===== config.mk =====
export PLATFORM = sky130hd
export DESIGN_NAME = fetch_instr_queue_flat
export DESIGN_NICKNAME = d
export VERILOG_FILES = /design/src/rtl/fetch_instr_queue_if.sv /design/src/rtl/fetch_instr_queue.sv /design/src/flat_wrapper.sv
export SDC_FILE = /design/constraint.sdc
export NUM_CORES = 1
export LEC_CHECK = 0
export BUFFER_PORTS_ARGS = -buffer_cell sky130_fd_sc_hd__buf_2
export CAP_MARGIN = 25
export CORE_ASPECT_RATIO = 0.9
export CORE_MARGIN = 2
export CORE_UTILIZATION = 40
export DETAILED_ROUTE_END_ITERATION = 8
export GPL_TIMING_DRIVEN = 0
export PLACE_DENSITY_LB_ADDON = 0.15
export SLEW_MARGIN = 20
export SYNTH_ARGS = -nofsm -noshare
export SYNTH_HDL_FRONTEND = slang
export SYNTH_SLANG_ARGS = --single-unit

===== constraint.sdc =====
create_clock -name iClk -period 3.5 [get_ports iClk]
set_clock_uncertainty 0.15 [all_clocks]
set_input_delay 0.35 -clock iClk [delete_from_list [all_inputs] [get_ports iClk]]
set_output_delay 0.35 -clock iClk [all_outputs]
set_load 0.005 [all_outputs]

===== src/rtl/fetch_instr_queue_if.sv =====
// Fetch -> decode instruction queue bus.
// master: the fetch/decode side that drives beats and consumes the head.
// slave:  the queue itself.
interface fetch_instr_queue_if #(
  parameter int unsigned DEPTH = 4
);
  localparam int unsigned CW = $clog2(DEPTH) + 1;

  logic          iFlush;
  logic          iFetchValid;
  logic [31:0]   iFetchPC;
  logic [31:0]   iFetchInstr;
  logic          oFetchReady;
  logic          oDecValid;
  logic [31:0]   oDecPC;
  logic [31:0]   oDecInstr;
  logic          iDecReady;
  logic [CW-1:0] oCount;
  logic          oEmpty;
  logic          oFull;

  modport master (
    output iFlush, iFetchValid, iFetchPC, iFetchInstr, iDecReady,
    input  oFetchReady, oDecValid, oDecPC, oDecInstr, oCount, oEmpty, oFull
  );

  modport slave (
    input  iFlush, iFetchValid, iFetchPC, iFetchInstr, iDecReady,
    output oFetchReady, oDecValid, oDecPC, oDecInstr, oCount, oEmpty, oFull
  );
endinterface


===== src/rtl/fetch_instr_queue.sv =====
// Circular FIFO of {PC, instruction} pairs between fetch and decode.
// oFetchReady depends only on registered occupancy, so decode stalls never reach fetch
// combinationally. A flush drops every entry plus the same-cycle fetch beat.
// Optional macro FETCH_Q_BYPASS_EN: when empty, a fetch beat is shown to decode in the
// same cycle and is not written if decode takes it.
module fetch_instr_queue #(
  parameter int unsigned DEPTH     = 4,
  parameter logic [31:0] NOP_INSTR = 32'h0000_0013
) (
  input logic             iClk,
  input logic             iRst,
  fetch_instr_queue_if.slave q
);
  localparam int unsigned AW = $clog2(DEPTH);
  localparam int unsigned CW = AW + 1;
  localparam logic [CW-1:0] FullCnt = CW'(DEPTH);

  logic [31:0]   pc_mem    [DEPTH];
  logic [31:0]   instr_mem [DEPTH];

  logic [AW-1:0] rd_ptr_q, rd_ptr_d;
  logic [AW-1:0] wr_ptr_q, wr_ptr_d;
  logic [CW-1:0] count_q, count_d;

  logic empty, full, bypass, dec_valid, push, pop;

  // Occupancy flags and handshake qualification.
  always_comb begin
    empty = (count_q == '0);
    full  = (count_q == FullCnt);
`ifdef FETCH_Q_BYPASS_EN
    bypass = empty & q.iFetchValid & ~q.iFlush;
`else
    bypass = 1'b0;
`endif
    dec_valid = (~empty | bypass) & ~q.iFlush;
    // pop only ever retires a stored entry; a bypassed beat never touches storage
    pop  = ~empty & dec_valid & q.iDecReady;
    push = q.iFetchValid & ~full & ~q.iFlush & ~(bypass & q.iDecReady);
  end

  // Decode-side and status outputs.
  always_comb begin
    q.oFetchReady = ~full;
    q.oDecValid   = dec_valid;
    q.oDecPC      = '0;
    q.oDecInstr   = NOP_INSTR;
    if (dec_valid) begin
      if (bypass) begin
        q.oDecPC    = q.iFetchPC;
        q.oDecInstr = q.iFetchInstr;
      end else begin
        q.oDecPC    = pc_mem[rd_ptr_q];
        q.oDecInstr = instr_mem[rd_ptr_q];
      end
    end
    q.oCount = count_q;
    q.oEmpty = empty;
    q.oFull  = full;
  end

  // Pointer and occupancy next state; flush overrides any handshake.
  always_comb begin
    rd_ptr_d = rd_ptr_q;
    wr_ptr_d = wr_ptr_q;
    count_d  = count_q;
    if (q.iFlush) begin
      rd_ptr_d = '0;
      wr_ptr_d = '0;
      count_d  = '0;
    end else begin
      if (push) wr_ptr_d = wr_ptr_q + AW'(1);
      if (pop)  rd_ptr_d = rd_ptr_q + AW'(1);
      unique case ({push, pop})
        2'b10:   count_d = count_q + CW'(1);
        2'b01:   count_d = count_q - CW'(1);
        default: count_d = count_q;
      endcase
    end
  end

  // State registers with synchronous reset taking priority over flush.
  always_ff @(posedge iClk) begin
    if (iRst) begin
      rd_ptr_q <= '0;
      wr_ptr_q <= '0;
      count_q  <= '0;
    end else begin
      rd_ptr_q <= rd_ptr_d;
      wr_ptr_q <= wr_ptr_d;
      count_q  <= count_d;
    end
  end

  // Storage write; contents are not reset since occupancy guards every read.
  always_ff @(posedge iClk) begin
    if (push) begin
      pc_mem[wr_ptr_q]    <= q.iFetchPC;
      instr_mem[wr_ptr_q] <= q.iFetchInstr;
    end
  end

endmodule

===== src/flat_wrapper.sv =====
// flat-port wrapper written by rule: the top's interface ports become plain ports
module fetch_instr_queue_flat 
#(
  parameter int unsigned DEPTH     = 4,
  parameter logic [31:0] NOP_INSTR = 32'h0000_0013
)
  (iClk, iRst, q_iFlush, q_iFetchValid, q_iFetchPC, q_iFetchInstr, q_iDecReady, q_oFetchReady, q_oDecValid, q_oDecPC, q_oDecInstr, q_oCount, q_oEmpty, q_oFull);
  fetch_instr_queue_if #(.DEPTH(DEPTH)) q_i ();
  input logic iClk;
  input logic iRst;
  input wire logic [$bits(q_i.iFlush)-1:0] q_iFlush;
  input wire logic [$bits(q_i.iFetchValid)-1:0] q_iFetchValid;
  input wire logic [$bits(q_i.iFetchPC)-1:0] q_iFetchPC;
  input wire logic [$bits(q_i.iFetchInstr)-1:0] q_iFetchInstr;
  input wire logic [$bits(q_i.iDecReady)-1:0] q_iDecReady;
  output wire logic [$bits(q_i.oFetchReady)-1:0] q_oFetchReady;
  output wire logic [$bits(q_i.oDecValid)-1:0] q_oDecValid;
  output wire logic [$bits(q_i.oDecPC)-1:0] q_oDecPC;
  output wire logic [$bits(q_i.oDecInstr)-1:0] q_oDecInstr;
  output wire logic [$bits(q_i.oCount)-1:0] q_oCount;
  output wire logic [$bits(q_i.oEmpty)-1:0] q_oEmpty;
  output wire logic [$bits(q_i.oFull)-1:0] q_oFull;
  assign q_i.iFlush = q_iFlush;
  assign q_i.iFetchValid = q_iFetchValid;
  assign q_i.iFetchPC = q_iFetchPC;
  assign q_i.iFetchInstr = q_iFetchInstr;
  assign q_i.iDecReady = q_iDecReady;
  assign q_oFetchReady = q_i.oFetchReady;
  assign q_oDecValid = q_i.oDecValid;
  assign q_oDecPC = q_i.oDecPC;
  assign q_oDecInstr = q_i.oDecInstr;
  assign q_oCount = q_i.oCount;
  assign q_oEmpty = q_i.oEmpty;
  assign q_oFull = q_i.oFull;
  fetch_instr_queue #(.DEPTH(DEPTH), .NOP_INSTR(NOP_INSTR)) u_core (.iClk(iClk), .iRst(iRst), .q(q_i));
endmodule

; Word-level counts from Yosys, hierarchy flattened
; Memories as Yosys holds them, arrays and structs flattened. A register that Yosys moved wholly into a read port is not among the register bits.
; Cells that the tools add are included.
[word_totals]
ram_bits = 256
memories = 2
in_bits = 69
elab_cells = 32
ff_bits = 7
output_inout_bits = 71
[memory_table]
columns = name, depth, width, rd, rd_ports_with_merged_regs, wr, line_no
row1 = u_core.instr_mem, 4, 32, 1, 1, 1, fetch_instr_queue.sv:19  ; logic [31:0] instr_mem [DEPTH];
row2 = u_core.pc_mem, 4, 32, 1, 1, 1, fetch_instr_queue.sv:18  ; logic [31:0] pc_mem [DEPTH];
[classes]
mux = 9
bitwise = 8
n_reduce_logical = 3
n_eq_ne = 3
add_sub_neg = 4
[ops]
columns = operator, n
row1 = 2-to-1 mux 32 bit, 2
row2 = 2-to-1 mux 2 bit, 4
row3 = one-hot mux 3 bit (2 select lines), 1
row4 = bitwise AND 1 bit, 5
row5 = "adder 2 x 1 -> 2 bit, second input constant", 2
row6 = "adder 3 x 1 -> 3 bit, second input constant", 1
row7 = "== test 3 bit, second input constant", 1
row8 = zero test 3 bit, 1
row9 = NOT 1 bit, 3
row10 = "subtractor 3 x 1 -> 3 bit, second input constant", 1
row11 = "== test 2 x 1 -> 1 bit, second input constant", 1
row12 = "== test 2 bit, second input constant", 1
row13 = 2-to-1 mux 1 bit, 2
row14 = nonzero test 2 bit, 1
row15 = OR reduction 2 bit, 1

; Logic depth before layout (Yosys ltp)
; Gate-level depths: netlist of the first run.
[depth]
word_depth = 7
ltp_mapped = 10
depth_no_buf = 10

; Least setup slack after synthesis of the first run
; Ideal clock, no wire load.
[synth_timing]
kind = reg-to-reg
start = reg u_core.count_q[0] (netlist: u_core.q.oCount[0])
end = mem u_core.instr_mem[0][0], enable pin
synth_period_minus_slack_ps = 3042
setup_slack_ps = 458
setup_ps = 429
path_stages_with_launch = 5
n_path_buf = 0
t_arrival_ps = 2463
t_required_ps = 2921
path_cell_list = dfxtp_1 -> or3b_1 -> inv_1 -> nor3_2 -> and2_1
[synth_between]
elab_chain_cells = 6
[synth_rtl]
columns = item, line_no
row1 = from (decl), fetch_instr_queue.sv:23  ; logic [CW-1:0] count_q, count_d;
row2 = from (signal assigned), fetch_instr_queue.sv:91  ; count_q <= count_d;
row3 = == test 3 bit, fetch_instr_queue.sv:30  ; full = (count_q == FullCnt);
row4 = NOT 1 bit, n/a
row5 = via q_oFetchReady, flat_wrapper.sv:16  ; output wire logic [$bits(q_i.oFetchReady)-1:0] q_oFetchReady;
row6 = bitwise AND 1 bit (2 in series), fetch_instr_queue.sv:39  ; push = q.iFetchValid & ~full & ~q.iFlush & ~(bypass & q.iDecReady);
row7 = 2-to-1 mux 1 bit, fetch_instr_queue.sv:97  ; if (push) begin
row8 = 2-to-1 mux 1 bit (not written as such), fetch_instr_queue.sv:99  ; instr_mem[wr_ptr_q] <= q.iFetchInstr;
row9 = to (decl), fetch_instr_queue.sv:19
; The timed path passes the listed nets, and every way through them passes these cells.

; Worst setup path after layout of the first run
[layout_timing]
start = reg u_core.count_q[0] (netlist: u_core.q.oCount[0])
end = out q_oDecInstr[30]
[layout_between]
elab_chain_cells = 4
[layout_rtl]
columns = item, line_no
row1 = zero test 3 bit, fetch_instr_queue.sv:29  ; empty = (count_q == '0);
row2 = NOT 1 bit, fetch_instr_queue.sv:36  ; dec_valid = (~empty | bypass) & ~q.iFlush;
row3 = bitwise AND 1 bit, fetch_instr_queue.sv:36
row4 = 2-to-1 mux 32 bit, fetch_instr_queue.sv:48  ; if (dec_valid) begin
row5 = to (decl), flat_wrapper.sv:19  ; output wire logic [$bits(q_i.oDecInstr)-1:0] q_oDecInstr;
; Every way passes these cells.

==> run_results.csv, run 1 <==
group,metric,value,unit
status,status,"finished, final reports clean",
routing,drt_iter0_markers,319,
timing,hold_viol,0,
critical_path,cp_num_buf_inv,2,
timing,worst_pin_slew,0.6072,ns
critical_path,critPathKind,"reg2out",
timing,finalMaxSlewViolations,0,
placement,place_congestion,0.7043,
finish,drive_gt1_share,37.13,%
clock_network,clockBufferDepth,3,
yosys,synth_fp_nets,537,
worst_hold_path,min_path_cells,4,
global_routing,grt_pass1_vias,5591,
global_routing,use_met1,19.37,%
critical_path,crit_family,"simple AND/OR/NAND/NOR gates",
routing,routed-via-count,5175,
finish,multi_input_area,0.002142,mm²
routing,wire_per_inst,18.84,µm
power,p_per_area,517.4,mW/mm²
yosys,synthCells,462,
placement,place_area,0.01138,mm²
yosys,netlist_area,0.01017,mm²
routing,totalWireLength,20.01,mm
global_routing,met2_usage,26.53,%
critical_path,arrival,2.38,ns
worst_hold_path,min_path_type,"in2reg",
timing,setup_ws,0.6196,ns
clock_network,cts_repair_resize_count,0,
die,start_util,40.60,%
yosys,synth_seq_cells,265,
critical_path,reg2reg_depth,10,
die,die_w,172.1,µm
timing,max-slew-margin-rel,59.52,%
timing,finalSetupViolCount,0,
die,pin_count,140,
critical_path,crit_path_start_kind,"flip-flop",
critical_path,cp_slowest_cell,"dfxtp_1",
finish,mostFrequentLayoutCells,"256 x edfxtp_1, 145 x buf_2, 65 x dlygate4sd3_1",
placement,port-buffer-count,139,
flow_run,max_cap_violations,0,
timing,rsz0062_at_grt,"false",
power,ir_worst_vdd,0.0003162,V
clock_network,clkTransAtPathRegs,0.05,ns
placement,numPlacedInstances,947,
placement,dpl_worst_slack,0.8918,ns
finish,design_area,0.01295,mm²
finish,areaGrowthSynthToFinish,27.33,%
global_routing,grt_overflow_total,0,
routing,detail-route-antenna-nets,0,
timing,hold_ws,0.09609,ns
global_routing,gr-usage-met3,3.053,%
global_routing,antenna_found_initial,1,
clock_network,clock-sinks,265,
die,core_area,0.02505,mm²
routing,viasPerCell,4.873,
die,rows,55,
timing,timing.fmax,347.2,MHz
power,leakage,0.004510,µW
finish,final_common_cell,"edfxtp_1",
global_routing,grt_pass1_wl,30.55,mm
yosys,yosysSeqAreaShare,77.36,%
finish,seqCellArea,0.007868,mm²
routing,drt_first_pass_iters,4,
die,die-area,0.02672,mm²
critical_path,path_depth,5,
critical_path,cp-end-kind,"output port",
critical_path,cp.required,3.00,ns
critical_path,cp_max_fo,10,
clock_network,postCtsSetupBuffers,0,
clock_network,cts-root-buf,"clkbuf_16",
finish,finalNonFillerCells,1062,
clock_network,clock_latency,0.52,ns
timing,fin_crit_sh,82.30,%
yosys,synth_warnings,0,
critical_path,slowest_delay,0.45,ns
global_routing,busiest_layer,"met2",
power,power,6700,µW
clock_network,h-tree-depth,1,
die,die_y,155.3,µm
yosys,yosysUniqueCellTypes,24,
clock_network,cts_tree,"done",
critical_path,crit_chain,"nor3_4 > nor2_2 > clkbuf_1 > and2_1 > buf_2",
global_routing,grt_max_degree,36,
global_routing,grt_usage,15.13,%
finish,n_fill_cell,2093,
timing,fin_crit,2.880,ns
yosys,syn_avg_cell_area,22.01,µm²
placement,hpwl,12.28,mm
finish,nets,775,
clock_network,numCtsBuffers,28,
routing,drc,0,
==> cell type report <==
class / count / area share, %
flip-flops and latches: 265 / 60.76
multi-input cells: 168 / 16.54
repair buffers: 208 / 11.02
clock buffers: 34 / 5.749
well taps: 342 / 3.305
clock inverters: 15 / 1.295
plain buffers: 21 / 1.082
inverters: 8 / 0.2319
diodes: 1 / 0.01933
==> where the power goes <==
group | switching [µW] | internal, µW
clock | 1110 | 1790
sequential | 11.3 | 3530
combinational | 119 | 138
==> repair_timing <==
item	in CTS	in global routing
hold buffers	65	0
setup endpoints to repair	0	0
hold endpoints to repair	258	0
==> sequential cells by signal (all words and copies together), names as in the netlist, named ones only <==
register and flops:
u_core.wr_ptr_q 2, u_core.instr_mem 128, u_core.pc_mem 128, u_core.rd_ptr_q 2
u_core.q.oCount 3
==> cells by family (layout without fill, tap and decap cells) <==
kind of cell,count (synthesis),in the layout,synth area share (%)
flops,265,265,77.36
simple gates,84,84,5.217
mux,64,64,14.17
buf+inv,29,286,1.673
compound gates,12,12,0.5905
fa+ha+maj,6,6,0.8120
xor+xnor,2,2,0.1723
other cells,0,1,0
==> synthesized netlist by cell type <==
library cell  number  area share (%)
a21oi_1            7            0.34
and2_1            65             4.0
buf_2              6            0.30
buf_6              7            0.78
clkbuf_1           7            0.26
clkbuf_2           1           0.049
dfxtp_1            9             1.8
edfxtp_1         256              76
fa_1               1            0.20
ha_1               5            0.62
inv_1              8            0.30
mux4_2            64              14
nand2b_1           1           0.062
nand3_1            2           0.098
nand3b_1           1           0.074
nor2_1             4            0.15
nor2_2             1           0.062
nor3_2             1           0.098
nor3_4             1            0.16
o21ai_0            5            0.25
or2_2              1           0.062
or3_1              6            0.37
or3b_1             1           0.086
xor2_1             2            0.17
==> metal layers <==
| layer | up-vias | wire length [µm] |
|---|---|---|
| li1 | 2358 | - |
| met1 | 2633 | 8311 |
| met2 | 148 | 10080 |
| met3 | 36 | 1181 |
| met4 | 0 | 435 |
| met5 | - | 0 |
==> worst paths after layout <==
check,to,startpoint,slack [ns]
setup reg to reg,u_core.q.oCount[2]$_SDFFE_PP0P_,u_core.q.oCount[2]$_SDFFE_PP0P_,0.88
hold reg to reg,flip-flop,u_core.rd_ptr_q[1]$_SDFFE_PP0P_,0.35
hold / removal,flip-flop,q_iDecReady,0.1
setup / recovery,q_oDecInstr[30],u_core.q.oCount[0]$_SDFFE_PP0P_,0.62
==> through the flow <==
stage,util (%),setup TNS [ns]
6_report,51.69,0
5_1_grt,51.69,0
4_1_cts,51.68,0
3_5_place_dp,45.44,0
3_3_place_gp,45.08,-236.88
2_1_floorplan,-,0
==> worst reg2reg max path: cells and delay by family (launching register included) <==
family | cells | cell delay, ns
simple gates | 3 | 0.83
fa+ha+maj | 2 | 0.54
xor+xnor | 1 | 0.15
buf+inv | 3 | 0.27
compound gates | 1 | 0.18
flops | 1 | 0.41
(Power assumes the default switching activity.)
==> run 2: changes to the inputs <==
- clock period: 3.5 -> 2.6 ns (I/O delays scaled with it)
==> run 2 against run 1 <==
Largest power group unchanged. Die area unchanged. Clock power grew 41%. Final cell count is 0.28% higher.
==> run_results.csv, run 2 (synthesis gave the netlist of run 1 again) <==
group,metric,value,unit
status,status,"finished, final reports clean",
routing,wire_per_inst,19.01,µm
critical_path,cp-end-kind,"output port",
finish,final_common_cell,"edfxtp_1",
placement,hpwl,12.13,mm
clock_network,clockBufferDepth,3,
critical_path,crit_path_start_kind,"flip-flop",
flow_run,max_cap_violations,0,
timing,worst_pin_slew,0.5643,ns
finish,insertedDiodeCount,0,
worst_hold_path,min_from,"q_iDecReady",
clock_network,h-tree-depth,1,
routing,drt_first_pass_iters,6,
clock_network,numCtsBuffers,28,
timing,setup_tns,0,ns
critical_path,cp_slowest_cell,"mux4_2",
clock_network,clock-sinks,265,
global_routing,grt_pass1_wl,30.58,mm
routing,totalWireLength,20.24,mm
critical_path,critPathKind,"reg2out",
global_routing,grt_overflow_total,0,
worst_hold_path,min_path_type,"in2reg",
die,rows,55,
die,die_w,172.1,µm
critical_path,reg2reg_from,"u_core.q.oCount[2]$_SDFFE_PP0P_",
critical_path,crit_family,"multiplexers",
clock_network,clkTransAtPathRegs,0.06,ns
die,die_y,155.3,µm
critical_path,cp.required,2.19,ns
timing,fin_crit_sh,96.83,%
die,pin_count,140,
timing,timing.fmax,397.2,MHz
timing,finalMaxSlewViolations,0,
critical_path,slowest_delay,0.52,ns
power,p_per_area,702.1,mW/mm²
power,ir_worst_vdd,0.0004267,V
critical_path,r2r_slack,0.15,ns
critical_path,r2r_end,"u_core.q.oCount[2]$_SDFFE_PP0P_",
die,core_area,0.02505,mm²
global_routing,grt_max_degree,37,
routing,drc,0,
die,die-area,0.02672,mm²
finish,areaGrowthSynthToFinish,28.95,%
placement,place_congestion,0.6890,
critical_path,arrival,2.11,ns
timing,fin_crit,2.517,ns
clock_network,cts_tree,"done",
clock_network,clock_latency,0.52,ns
global_routing,antenna_found_initial,0,
worst_hold_path,min_path_cells,4,
die,start_util,40.60,%
finish,mostFrequentLayoutCells,"256 x edfxtp_1, 139 x buf_2, 65 x dlygate4sd3_1",
finish,drive_gt1_share,39.28,%
critical_path,reg2reg_depth,10,
placement,numPlacedInstances,947,
critical_path,cp_num_buf_inv,2,
routing,viasPerCell,4.847,
clock_network,cts-root-buf,"clkbuf_16",
routing,detail-route-antenna-nets,0,
routing,routed-via-count,5162,
critical_path,crit_chain,"buf_12 > mux4_2 > or3_1 > buf_2",
power,leakage,0.004570,µW
timing,rsz0062_at_grt,"false",
timing,hold_viol,0,
placement,port-buffer-count,139,
timing,max-slew-margin-rel,62.38,%
global_routing,grt_pass1_vias,5552,
routing,drt_iter0_markers,375,
finish,nets,776,
timing,finalSetupViolCount,0,
global_routing,grt_usage,15.16,%
critical_path,cp_max_fo,10,
finish,finalNonFillerCells,1065,
## run 2: layer usage
metal | vias to the layer above | wire length [µm] | GRT usage, %
met1 | 2652 | 8552 | 19.32
met3 | 26 | 1044 | 3.256
met2 | 136 | 10250 | 26.62
met4 | 0 | 396 | 3.601
met5 | - | 0 | 0
li1 | 2348 | - | -
## run 2: what timing repair did
item	4_1_cts	5_1_grt
hold buffers	65	0
hold endpoints to repair	258	0
buffers inserted	0	1
pin swaps	0	2
gates cloned	0	0
setup endpoints to repair	61	61
gates resized for setup	5	25
## run 2: worst max-delay path by stage
| stage | from | to | slack, ns | cells after the start |
|---|---|---|---|---|
| 2_1_floorplan | u_core.q.oCount[2]$_SDFFE_PP0P_ | u_core.q.oCount[2]$_SDFFE_PP0P_ | 0.17 | 10 |
| 3_3_place_gp | u_core.q.oCount[0]$_SDFFE_PP0P_ | u_core.pc_mem[0][27]$_DFFE_PP_ | -0.55 | 4 |
| 3_5_place_dp | u_core.q.oCount[2]$_SDFFE_PP0P_ | u_core.q.oCount[2]$_SDFFE_PP0P_ | -0.04 | 10 |
| 4_1_cts | u_core.q.oCount[0]$_SDFFE_PP0P_ | q_oDecPC[5] | -0.02 | 5 |
| 5_1_grt | u_core.q.oCount[2]$_SDFFE_PP0P_ | u_core.q.oCount[2]$_SDFFE_PP0P_ | 0.004 | 10 |
| 6_report | flip-flop | q_oDecInstr[1] | 0.08 | 4 |
## run 2: worst min-delay path, stage by stage
cell      delay [ns]
buf_2           0.12
nand3b_1        0.09
or3_1           0.10
a21oi_1         0.08
## run 2: final cells by class
class                   count  area [µm²]
clock inverters            22       236.5
flip-flops and latches    265        7874
repair buffers            209        1464
clock buffers              30       729.5
plain buffers              21       200.2
inverters                   8       30.03
well taps                 342       427.9
fillers                  2059       11940
multi-input cells         168        2152
## run 2: power by group
part / switching (µW) / internal [µW]
registers: 16.3 / 4750
logic: 163 / 189
clock network: 1570 / 2520
total: 1750 / 7460
## run 2: per-stage QoR
stage / cell area, µm² / setup WS, ns / hold slack [ns] / power (µW) / utilization (%)
after floorplan: 10170 / 0.1729 / 0.2089 / 4974 / -
after global placement: 11300 / -0.5513 / 0.3180 / 5112 / 45.10
after detailed placement: 11410 / -0.03937 / 0.3269 / 5137 / 45.56
after CTS: 13050 / -0.02248 / 0.01537 / 9318 / 52.08
after global routing: 13110 / 0.004175 / 0.02777 / 9509 / 52.35
final: 13110 / 0.08254 / 0.04032 / 9207 / 52.35
==> run 3: changes to the inputs <==
--- a/config.mk
+++ b/config.mk
@@ -12,2 +12,3 @@
 export CORE_UTILIZATION = 40
+export CTS_BUF_LIST = sky130_fd_sc_hd__clkbuf_16
 export DETAILED_ROUTE_END_ITERATION = 8
==> constraint.sdc (replaced) <==
create_clock -name iClk -period 2.6 [get_ports iClk]
set_clock_uncertainty 0.15 [all_clocks]
set_input_delay 0.52 -clock iClk [delete_from_list [all_inputs] [get_ports iClk]]
set_output_delay 0.52 -clock iClk [all_outputs]
set_load 0.005 [all_outputs]
==> run 3 against run 2 <==
The flow now finishes with violations (negative setup slack). Critical path depth is the same. First-iteration DRC count grew 11%. Non-clock buffer count shrank 61. Power shrank 0.44%. Worst hold slack gained 0.018 ns. Critical path type unchanged. Highest routed layer is now met5.
==> run_results.csv, run 3 (synthesis gave the netlist of run 1 again) <==
group,metric,value,unit
die,die_w,172.1,µm
critical_path,crit_chain,"buf_12 > mux4_2 > or3_4 > buf_6",
routing,drt_iter0_markers,416,
power,ir_worst_vdd,0.0004292,V
die,pin_count,140,
routing,drc,0,
critical_path,cp_slowest_cell,"mux4_2",
placement,place_congestion,0.6890,
critical_path,path_depth,4,
timing,hold_ws,0.05786,ns
worst_hold_path,min_path_cells,1,
routing,totalWireLength,20.23,mm
clock_network,cts_tree,"done",
global_routing,grt_overflow_total,0,
clock_network,clock_latency,0.52,ns
die,core_area,0.02505,mm²
routing,wire_per_inst,20.15,µm
finish,nets,715,
power,leakage,0.004467,µW
timing,hold_viol,0,
finish,mostFrequentLayoutCells,"256 x edfxtp_1, 89 x buf_2, 64 x mux4_2",
global_routing,grt_pass1_wl,30.38,mm
timing,finalMaxSlewViolations,0,
finish,final_common_cell,"edfxtp_1",
die,die-area,0.02672,mm²
timing,timing.fmax,366.1,MHz
global_routing,grt_usage,15.22,%
global_routing,grt_max_degree,37,
critical_path,arrival,2.06,ns
flow_run,max_cap_violations,0,
critical_path,cp_num_buf_inv,2,
timing,finalSetupViolCount,64,
timing,rsz0062_at_grt,"true",
status,violations,"negative setup slack",
critical_path,reg2reg_depth,10,
clock_network,clkTransAtPathRegs,0.06,ns
die,rows,55,
finish,insertedDiodeCount,0,
clock_network,clock-sinks,265,
clock_network,clockBufferDepth,3,
placement,hpwl,12.13,mm
die,die_y,155.3,µm
routing,drt_first_pass_iters,6,
finish,areaGrowthSynthToFinish,27.98,%
power,power,9166,µW
clock_network,h-tree-depth,1,
global_routing,antenna_found_initial,3,
worst_hold_path,min_path_type,"in2reg",
timing,setup_ws,-0.1312,ns
routing,detail-route-antenna-nets,0,
timing,fin_crit_sh,105.0,%
critical_path,cp_max_fo,5,
critical_path,crit_path_start_kind,"flip-flop",
timing,fin_crit,2.731,ns
finish,drive_gt1_share,51.81,%
critical_path,critPathKind,"reg2out",
critical_path,cp-end-kind,"output port",
status,status,"finished with violations",
timing,max-slew-margin-rel,62.50,%
global_routing,grt_pass1_vias,5331,
routing,viasPerCell,4.967,
critical_path,slowest_delay,0.51,ns
power,p_per_area,704.3,mW/mm²
critical_path,cp.required,1.93,ns
timing,worst_pin_slew,0.5625,ns
die,start_util,40.60,%
routing,routed-via-count,4987,
critical_path,crit_family,"multiplexers",
placement,port-buffer-count,139,
clock_network,cts-root-buf,"clkbuf_16",
clock_network,numCtsBuffers,28,
==> run 3: cell types whose count changed in the layout (fill, tap and decap cells not counted), moves of 4 or more <==
cell,previous run,this run
dlygate4sd3_1,65,0
buf_6,0,51
buf_2,139,89
and2_1,61,13
and2_4,4,52
buf_4,2,8
buf_12,3,7
buf_8,4,0
clkbuf_1,5,1
clkbuf_4,5,1
==> run 3: area by class of cell <==
class	count	area, µm²
fillers	2033	12030
flip-flops and latches	265	7878
multi-input cells	168	2287
repair buffers	148	1200
clock buffers	29	725.7
well taps	342	427.9
clock inverters	23	240.2
plain buffers	21	226.5
inverters	8	30.03
==> run 3: worst paths after layout <==
kind | startpoint | endpoint | slack (ns)
max reg2reg | u_core.q.oCount[2]$_SDFFE_PP0P_ | u_core.q.oCount[2]$_SDFFE_PP0P_ | 0.15
max | flip-flop | q_oDecInstr[1] | -0.13
min | q_iFetchPC[19] | u_core.pc_mem[2][19]$_DFFE_PP_ | 0.06
min reg2reg | u_core.wr_ptr_q[0]$_SDFFE_PP0P_ | u_core.wr_ptr_q[0]$_SDFFE_PP0P_ | 0.38
==> run 3: layer usage <==
layer	global-route usage, %	vias up	wire, µm
met4	3.922	4	480
met3	4.070	35	1255
met1	19.18	2565	8381
met5	0	-	20
met2	26.22	153	10090
li1	-	2230	-
==> run 3: timing repair <==
item,4_1_cts,5_1_grt
endpoints found under the setup margin,66,66
hold buffers,0,0
gates cloned,2,0
resized for setup,74,67
buffers inserted,2,1
pin swaps,6,2
==> run 3: worst reg2reg max path, cell delays in order, from the launching register on <==
cell and delay, ns:
dfxtp_4 0.37, or3b_4 0.41, inv_2 0.09, nor3_2 0.07, inv_1 0.07, ha_2 0.18, inv_1 0.05, fa_1 0.37
xor2_1 0.15, or3_1 0.30, a21oi_1 0.14
==> run 3: stage by stage <==
stage	util [%]	cell area (µm²)	worst slack [ns]	setup TNS, ns	instances
2_1_floorplan	-	10170	0.1729	0	462
3_3_place_gp	45.10	11300	-0.5513	-135.88	943
3_5_place_dp	45.56	11410	-0.03937	-0.1336	947
4_1_cts	50.81	12730	-0.1775	-8.690	1003
5_1_grt	51.96	13020	-0.1994	-10.10	1004
6_report	51.96	13020	-0.1312	-4.887	1004
==> run 3: report_power, final <==
part           switching, µW  internal, µW
logic                    157           155
clock network           1570          2510
registers               16.5          4750
total                   1750          7420
